`config.mk`:
```
export PLATFORM = sky130hd
export DESIGN_NAME = mul_ctrl_flat
export DESIGN_NICKNAME = d
export VERILOG_FILES = /design/src/rtl/mul_ctrl_pkg.sv /design/src/rtl/mul_ctrl_if.sv /design/src/rtl/mul_sign_fix.sv /design/src/rtl/mul_ctrl.sv /design/src/flat_wrapper.sv
export SDC_FILE = /design/constraint.sdc
export NUM_CORES = 1
export LEC_CHECK = 0
export CORE_ASPECT_RATIO = 1.25
export CORE_MARGIN = 2
export CORE_UTILIZATION = 30
export CTS_CLUSTER_SIZE = 24
export DETAILED_ROUTE_END_ITERATION = 8
export HOLD_SLACK_MARGIN = 0.05
export PLACE_DENSITY = 0.57
export SLEW_MARGIN = 0
export SYNTH_ARGS = -nofsm -noshare
export SYNTH_HDL_FRONTEND = slang
export SYNTH_SLANG_ARGS = --single-unit
export TNS_END_PERCENT = 30
```
`constraint.sdc`:
```
create_clock -name clk -period 2.4 [get_ports clk]
set_input_delay 0.48 -clock clk [delete_from_list [all_inputs] [get_ports clk]]
set_output_delay 0.48 -clock clk [all_outputs]
set_load 0.005 [all_outputs]
```
`src/rtl/mul_ctrl_pkg.sv`:
```
// Shared types and constants for the RV32M multiply sequencer.
//   XLEN     : operand width
//   mul_op_e : funct3[1:0] encodings of MUL/MULH/MULHSU/MULHU
//   state_e  : sequencer FSM states
package mul_ctrl_pkg;

    localparam int XLEN = 32;

    typedef enum logic [1:0] {
        MUL_OP_MUL    = 2'b00,
        MUL_OP_MULH   = 2'b01,
        MUL_OP_MULHSU = 2'b10,
        MUL_OP_MULHU  = 2'b11
    } mul_op_e;

    typedef enum logic [1:0] {
        S_IDLE  = 2'b00,
        S_START = 2'b01,
        S_BUSY  = 2'b10,
        S_DONE  = 2'b11
    } state_e;

endpackage

```
`src/rtl/mul_ctrl_if.sv`:
```
// Handshake between the sequencer and the iterative unsigned multiplier.
//   mul_start  : one-cycle start pulse       (ctrl -> mult)
//   mul_cancel : one-cycle abort             (ctrl -> mult)
//   mul_signed : negate the final product    (ctrl -> mult)
//   mul_op1/2  : operand magnitudes          (ctrl -> mult)
//   mul_stop   : done; results valid now     (mult -> ctrl)
//   mul_res_l/h: sign-corrected product halves (mult -> ctrl)
interface mul_ctrl_if;
    import mul_ctrl_pkg::*;

    logic            mul_start;
    logic            mul_cancel;
    logic            mul_signed;
    logic [XLEN-1:0] mul_op1;
    logic [XLEN-1:0] mul_op2;
    logic            mul_stop;
    logic [XLEN-1:0] mul_res_l;
    logic [XLEN-1:0] mul_res_h;

    modport master (
        output mul_start, mul_cancel, mul_signed, mul_op1, mul_op2,
        input  mul_stop, mul_res_l, mul_res_h
    );

    modport slave (
        input  mul_start, mul_cancel, mul_signed, mul_op1, mul_op2,
        output mul_stop, mul_res_l, mul_res_h
    );
endinterface

```
`src/rtl/mul_sign_fix.sv`:
```
// Converts RV32M operands to sign-magnitude form.
//   op_i         : funct3[1:0]
//   rs1_i, rs2_i : raw operands
//   abs1_o/abs2_o: magnitudes (unsigned; the most negative value maps to itself)
//   neg_o        : product must be negated
module mul_sign_fix
    import mul_ctrl_pkg::*;
(
    input  logic [1:0]      op_i,
    input  logic [XLEN-1:0] rs1_i,
    input  logic [XLEN-1:0] rs2_i,
    output logic [XLEN-1:0] abs1_o,
    output logic [XLEN-1:0] abs2_o,
    output logic            neg_o
);
    logic s1, s2, n1, n2;

    // rs1 is signed for MULH/MULHSU, rs2 only for MULH
    assign s1 = (op_i == MUL_OP_MULH) || (op_i == MUL_OP_MULHSU);
    assign s2 = (op_i == MUL_OP_MULH);
    assign n1 = s1 & rs1_i[XLEN-1];
    assign n2 = s2 & rs2_i[XLEN-1];

    assign abs1_o = n1 ? (~rs1_i + 1'b1) : rs1_i;
    assign abs2_o = n2 ? (~rs2_i + 1'b1) : rs2_i;
    assign neg_o  = n1 ^ n2;
endmodule

```
`src/rtl/mul_ctrl.sv`:
```
// EX-stage sequencer for RV32M multiplies. Accepts an op from EX, drives the
// iterative multiplier through mul_if, stalls the front end while it runs and
// presents the selected product half with its rd.
//   clk, rst_n        : clock, async active-low reset
//   mul_req_i/op/rs/rd: request from EX (held while stall_o)
//   flush_i           : kill the in-flight op
//   hold_i            : downstream stall, keep result presented
//   mul_if (master)   : multiplier handshake
//   stall_o           : freeze IF/ID/EX
//   wb_valid_o/data/rd: result to EX->MEM
module mul_ctrl
    import mul_ctrl_pkg::*;
(
    input  logic            clk,
    input  logic            rst_n,
    input  logic            mul_req_i,
    input  logic [1:0]      mul_op_i,
    input  logic [XLEN-1:0] rs1_data_i,
    input  logic [XLEN-1:0] rs2_data_i,
    input  logic [4:0]      rd_addr_i,
    input  logic            flush_i,
    input  logic            hold_i,
    mul_ctrl_if.master      mul_if,
    output logic            stall_o,
    output logic            wb_valid_o,
    output logic [XLEN-1:0] wb_data_o,
    output logic [4:0]      wb_rd_o
);
    state_e          state_q, state_d;
    logic [XLEN-1:0] op1_q, op1_d, op2_q, op2_d, res_q, res_d;
    logic            neg_q, neg_d;
    logic [1:0]      op_q, op_d;
    logic [4:0]      rd_q, rd_d;

    logic [XLEN-1:0] abs1, abs2;
    logic            neg, is_zero;
    logic            stall, start, cancel, wb_valid;

    mul_sign_fix u_sign_fix (
        .op_i   (mul_op_i),
        .rs1_i  (rs1_data_i),
        .rs2_i  (rs2_data_i),
        .abs1_o (abs1),
        .abs2_o (abs2),
        .neg_o  (neg)
    );

    assign is_zero = (rs1_data_i == '0) || (rs2_data_i == '0);

    always_comb begin
        state_d  = state_q;
        op1_d    = op1_q;
        op2_d    = op2_q;
        neg_d    = neg_q;
        op_d     = op_q;
        rd_d     = rd_q;
        res_d    = res_q;
        stall    = 1'b0;
        start    = 1'b0;
        cancel   = 1'b0;
        wb_valid = 1'b0;
        unique case (state_q)
            S_IDLE: begin
                if (mul_req_i && !flush_i) begin
                    stall = 1'b1;
                    rd_d  = rd_addr_i;
                    op_d  = mul_op_i;
                    if (is_zero) begin
                        // product is zero whatever the signs; skip the multiplier
                        res_d   = '0;
                        state_d = S_DONE;
                    end else begin
                        op1_d   = abs1;
                        op2_d   = abs2;
                        neg_d   = neg;
                        state_d = S_START;
                    end
                end
            end
            S_START: begin
                stall = 1'b1;
                if (flush_i) begin
                    cancel  = 1'b1;
                    state_d = S_IDLE;
                end else begin
                    start   = 1'b1;
                    state_d = S_BUSY;
                end
            end
            S_BUSY: begin
                stall = 1'b1;
                // flush wins over a coincident stop
                if (flush_i) begin
                    cancel  = 1'b1;
                    state_d = S_IDLE;
                end else if (mul_if.mul_stop) begin
                    res_d   = (op_q == MUL_OP_MUL) ? mul_if.mul_res_l : mul_if.mul_res_h;
                    state_d = S_DONE;
                end
            end
            S_DONE: begin
                wb_valid = !flush_i;
                if (flush_i || !hold_i) state_d = S_IDLE;
            end
            default: state_d = S_IDLE;
        endcase
    end

    always_ff @(posedge clk or negedge rst_n) begin
        if (!rst_n) begin
            state_q <= S_IDLE;
            op1_q   <= '0;
            op2_q   <= '0;
            neg_q   <= 1'b0;
            op_q    <= '0;
            rd_q    <= '0;
            res_q   <= '0;
        end else begin
            state_q <= state_d;
            op1_q   <= op1_d;
            op2_q   <= op2_d;
            neg_q   <= neg_d;
            op_q    <= op_d;
            rd_q    <= rd_d;
            res_q   <= res_d;
        end
    end

    // stall is combinational from the request, so gate it while reset is held
    assign stall_o           = stall & rst_n;
    assign wb_valid_o        = wb_valid;
    assign wb_data_o         = res_q;
    assign wb_rd_o           = rd_q;
    assign mul_if.mul_start  = start;
    assign mul_if.mul_cancel = cancel;
    assign mul_if.mul_signed = neg_q;
    assign mul_if.mul_op1    = op1_q;
    assign mul_if.mul_op2    = op2_q;
endmodule

```
`src/flat_wrapper.sv`:
```
// flat-port wrapper written by rule: the top's interface ports become plain ports
module mul_ctrl_flat import mul_ctrl_pkg::*;
  (clk, rst_n, mul_req_i, mul_op_i, rs1_data_i, rs2_data_i, rd_addr_i, flush_i, hold_i, stall_o, wb_valid_o, wb_data_o, wb_rd_o, mul_if_mul_start, mul_if_mul_cancel, mul_if_mul_signed, mul_if_mul_op1, mul_if_mul_op2, mul_if_mul_stop, mul_if_mul_res_l, mul_if_mul_res_h);
  mul_ctrl_if mul_if_i ();
  input  logic clk;
  input  logic rst_n;
  input  logic mul_req_i;
  input  logic [1:0] mul_op_i;
  input  logic [XLEN-1:0] rs1_data_i;
  input  logic [XLEN-1:0] rs2_data_i;
  input  logic [4:0] rd_addr_i;
  input  logic flush_i;
  input  logic hold_i;
  output logic stall_o;
  output logic wb_valid_o;
  output logic [XLEN-1:0] wb_data_o;
  output logic [4:0] wb_rd_o;
  output wire logic [$bits(mul_if_i.mul_start)-1:0] mul_if_mul_start;
  output wire logic [$bits(mul_if_i.mul_cancel)-1:0] mul_if_mul_cancel;
  output wire logic [$bits(mul_if_i.mul_signed)-1:0] mul_if_mul_signed;
  output wire logic [$bits(mul_if_i.mul_op1)-1:0] mul_if_mul_op1;
  output wire logic [$bits(mul_if_i.mul_op2)-1:0] mul_if_mul_op2;
  input wire logic [$bits(mul_if_i.mul_stop)-1:0] mul_if_mul_stop;
  input wire logic [$bits(mul_if_i.mul_res_l)-1:0] mul_if_mul_res_l;
  input wire logic [$bits(mul_if_i.mul_res_h)-1:0] mul_if_mul_res_h;
  assign mul_if_mul_start = mul_if_i.mul_start;
  assign mul_if_mul_cancel = mul_if_i.mul_cancel;
  assign mul_if_mul_signed = mul_if_i.mul_signed;
  assign mul_if_mul_op1 = mul_if_i.mul_op1;
  assign mul_if_mul_op2 = mul_if_i.mul_op2;
  assign mul_if_i.mul_stop = mul_if_mul_stop;
  assign mul_if_i.mul_res_l = mul_if_mul_res_l;
  assign mul_if_i.mul_res_h = mul_if_mul_res_h;
  mul_ctrl u_core (.clk(clk), .rst_n(rst_n), .mul_req_i(mul_req_i), .mul_op_i(mul_op_i), .rs1_data_i(rs1_data_i), .rs2_data_i(rs2_data_i), .rd_addr_i(rd_addr_i), .flush_i(flush_i), .hold_i(hold_i), .mul_if(mul_if_i), .stall_o(stall_o), .wb_valid_o(wb_valid_o), .wb_data_o(wb_data_o), .wb_rd_o(wb_rd_o));
endmodule
```
==> flow_summary.yaml <==
sta:
  drv_slew: 0
  tightest_slew_ns: 0.605
  rsz0062_at_grt: "yes"
  finalSetupViolCount: 95
  min_period_over_period_pct: 107
  fin_crit_ns: 2.58
  clock.fmax_ghz: 0.388
  finalClockSkew_ns: 0.0114
  worst_slack_ns: -0.177
  max-slew-margin-rel_pct: 59.7
  hold_viol_final: 0
place:
  post-place-cells: 1181
  dp_hpwl_um: 14900
  dp_slack_ns: -0.814
  gp_congestion: 0.857
  portBuffers: 246
global_route:
  antenna_found_initial: 0
  grt_pass1_vias: 6214
  grt.overflow.total: 0
  track_usage_pct: 18.6
  grt_pass1_wl_um: 32000
  grt_max_degree: 107
routing:
  wl_per_cell_um: 16.8
  viasPerCell: 4.70
  vias: 5703
  drc: 0
  antenna_left: 0
  initialDrtViolationCount: 178
  route.final.wire_length_um: 20300
  drtPass1Iterations: 4
final_layout:
  fin_util_pct: 52.4
  layoutNonFillerInstCount: 1213
  num_antenna_cells: 0
  n_fill_cell: 1823
  drive_gt1_share_pct: 29.2
  syn2layout_area_growth_pct: 72.0
  nNetsFinal: 1088
floorplanning:
  num_rows: 58
  start_util_pct: 30.5
  die_area_sq_mm: 0.0216
  die_x_um: 132
  die_h_um: 164
  pin_count: 247
  core_sq_mm: 0.0201
clock_network:
  cts.clk_slew.worst_paths_ns: 0.08
  clock_path_buffers: 2
  cts_tree: "built"
  clockRootBuffer: "clkbuf_16"
  insertion_delay_ns: 0.36
  numCtsBuffers: 9
  h-tree-depth: 3
  clock_sinks: 106
power_and_ir_drop:
  power_density_mw_per_mm2: 861
  peakVddDrop_uv: 532
  p_leak_uw: 0.00469
logic_synthesis:
  ys_warn_count: 0
  synth_top_cell_area_share_pct: 43.3
  yosys.area.top_type: "dfrtp_1"
  synth-seq-cells: 106
  ys_types: 42
  syn_avg_cell_area_sq_um: 10.4
  synth.area.top_cells: "dfrtp_1, mux2_2, mux2_1"
  yosysSeqAreaShare_pct: 43.3
  synth_edf_count: 0
  synthCells: 590
  async_flop_share_pct: 100
  synth_nets: 740
  synthFlopType: "dfrtp_1"
  synth_area_sq_mm: 0.00613
  synth_most_common_cell: "dfrtp_1"
  yosys-top-cells-count: "dfrtp_1, nand2_1, mux2_2"
critical_path:
  critPathCaptureType: "register"
  crit_fanout: 9
  crit_required_ns: 2.64
  startpoint_type: "input port"
  rrSetupSlack_ns: 0.27
  crit_arrival_ns: 2.82
  path_class: "in2reg"
flow_run:
  cap_violations: 0
status:
  violations: "setup timing"
  status: "finished with violations"
hold_path:
  hp-class: "in2async"
## layer usage
layer	vias to the layer above	global-route usage, %	share of wire [%]
met1	2743	21.3	41
met5	-	0	0
met4	0	5.93	2.2
met2	172	33.7	51
met3	25	5.09	5.9
li1	2763	-	-
## where the power goes
| group | leakage (uW) | internal, uW | switching, uW |
|---|---|---|---|
| clock network | 0.000151 | 852 | 721 |
| logic | 0.00321 | 2920 | 1620 |
| registers | 0.00132 | 2500 | 455 |
## repair_timing
item	CTS	global route
setup endpoints to repair	99	99
resized for setup	131	10
endpoints found under the hold margin	0	0
buffers inserted	10	0
hold buffers	0	0
gates cloned	5	3
pin swaps	8	1
## cells by family (layout without fill, tap and decap cells)
group	count (synthesis)	after routing	share of synthesized area [%]
buffers and inverters	53	406	3.98
DFF	106	106	43.3
adders and majority gates	9	9	1.84
and+or+nand+nor	163	163	13.3
muxes	104	104	19.1
xor gates and xnor gates	59	59	8.44
AOI/OAI and AO/OA	96	96	10.1
## final timing paths
| check | cells past startpoint | endpoint | startpoint |
|---|---|---|---|
| min in group clk | 3 | u_core.mul_if.mul_op1[0]$_DFFE_PN0P_ | rs1_data_i[0] |
| max in group asynchronous | 2 | u_core.wb_data_o[20]$_DFFE_PN0P_ | rst_n |
| hold reg to reg | 1 | u_core.mul_if.mul_op1[6]$_DFFE_PN0P_ | u_core.mul_if.mul_op1[6]$_DFFE_PN0P_ |
| hold / removal | 2 | u_core.mul_if.mul_op1[18]$_DFFE_PN0P_ | rst_n |
| setup / recovery | 12 | u_core.mul_if.mul_op1[9]$_DFFE_PN0P_ | rs1_data_i[0] |
| setup reg to reg | 7 | u_core.mul_if.mul_op2[15]$_DFFE_PN0P_ | u_core.state_q[1]$_DFFE_PN0P_ |
## per-stage QoR
stage / hold slack (ns) / cell area (sq um) / TNS, ns / power, uW
final: 0.259 / 10500 / -9.79 / 9070
after global routing: 0.296 / 10500 / -16.42 / 9660
after CTS: 0.298 / 10500 / -10.46 / 9060
after detailed placement: 0.474 / 9700 / -75.18 / 6910
after global placement: 0.471 / 9700 / -68.36 / 6820
after floorplan: 0.184 / 6160 / -24.28 / 4500
## registers in the layout, summed over array words and instances, names as in the netlist
register	flops
u_core.mul_if.mul_signed	1
u_core.op_q	2
u_core.wb_rd_o	5
u_core.mul_if.mul_op2	32
u_core.mul_if.mul_op1	32
u_core.wb_data_o	32
u_core.state_q	2
## worst max-delay path: stages
cell and delay, ns:
buf_8 0.10, inv_4 0.05, ha_4 0.12, or4b_4 0.44, or4_4 0.52, nor4_4 0.15, buf_4 0.17, nor3_4 0.04
buf_12 0.16, buf_12 0.13, buf_16 0.14, mux2_1 0.31
## final cells by class
| type | instances | area, sq um | area share (%) |
|---|---|---|---|
| clock buffers | 10 | 239 | 2.27 |
| clock inverters | 6 | 75.1 | 0.713 |
| inverters | 21 | 86.3 | 0.820 |
| multi-input cells | 431 | 3490 | 33.2 |
| flip-flops and latches | 106 | 2650 | 25.2 |
| well taps | 270 | 338 | 3.21 |
| repair buffers | 369 | 3650 | 34.6 |
## placed cells by master (no fill, tap or decap), types with 3 or more instances in the layout
master	Yosys	final
a21boi_0	33	33
a21oi_1	22	22
a31oi_1	25	25
and2_1	3	3
buf_12	0	12
buf_16	0	3
buf_2	3	7
buf_4	1	103
buf_6	5	3
clkbuf_16	0	11
clkdlybuf4s15_1	0	8
clkdlybuf4s50_1	0	215
clkinv_4	0	3
dfrtp_1	106	105
dlygate4sd2_1	0	12
ha_1	9	8
inv_1	21	18
mux2_2	54	53
mux2_4	0	47
nand2_1	69	69
nor2_1	31	30
nor2b_1	4	4
nor3_1	16	15
nor4_1	9	8
o21ai_0	9	9
or3_1	6	4
or4_4	1	7
xnor2_1	16	16
xor2_1	43	43
Power figures use the tool's default switching activity.
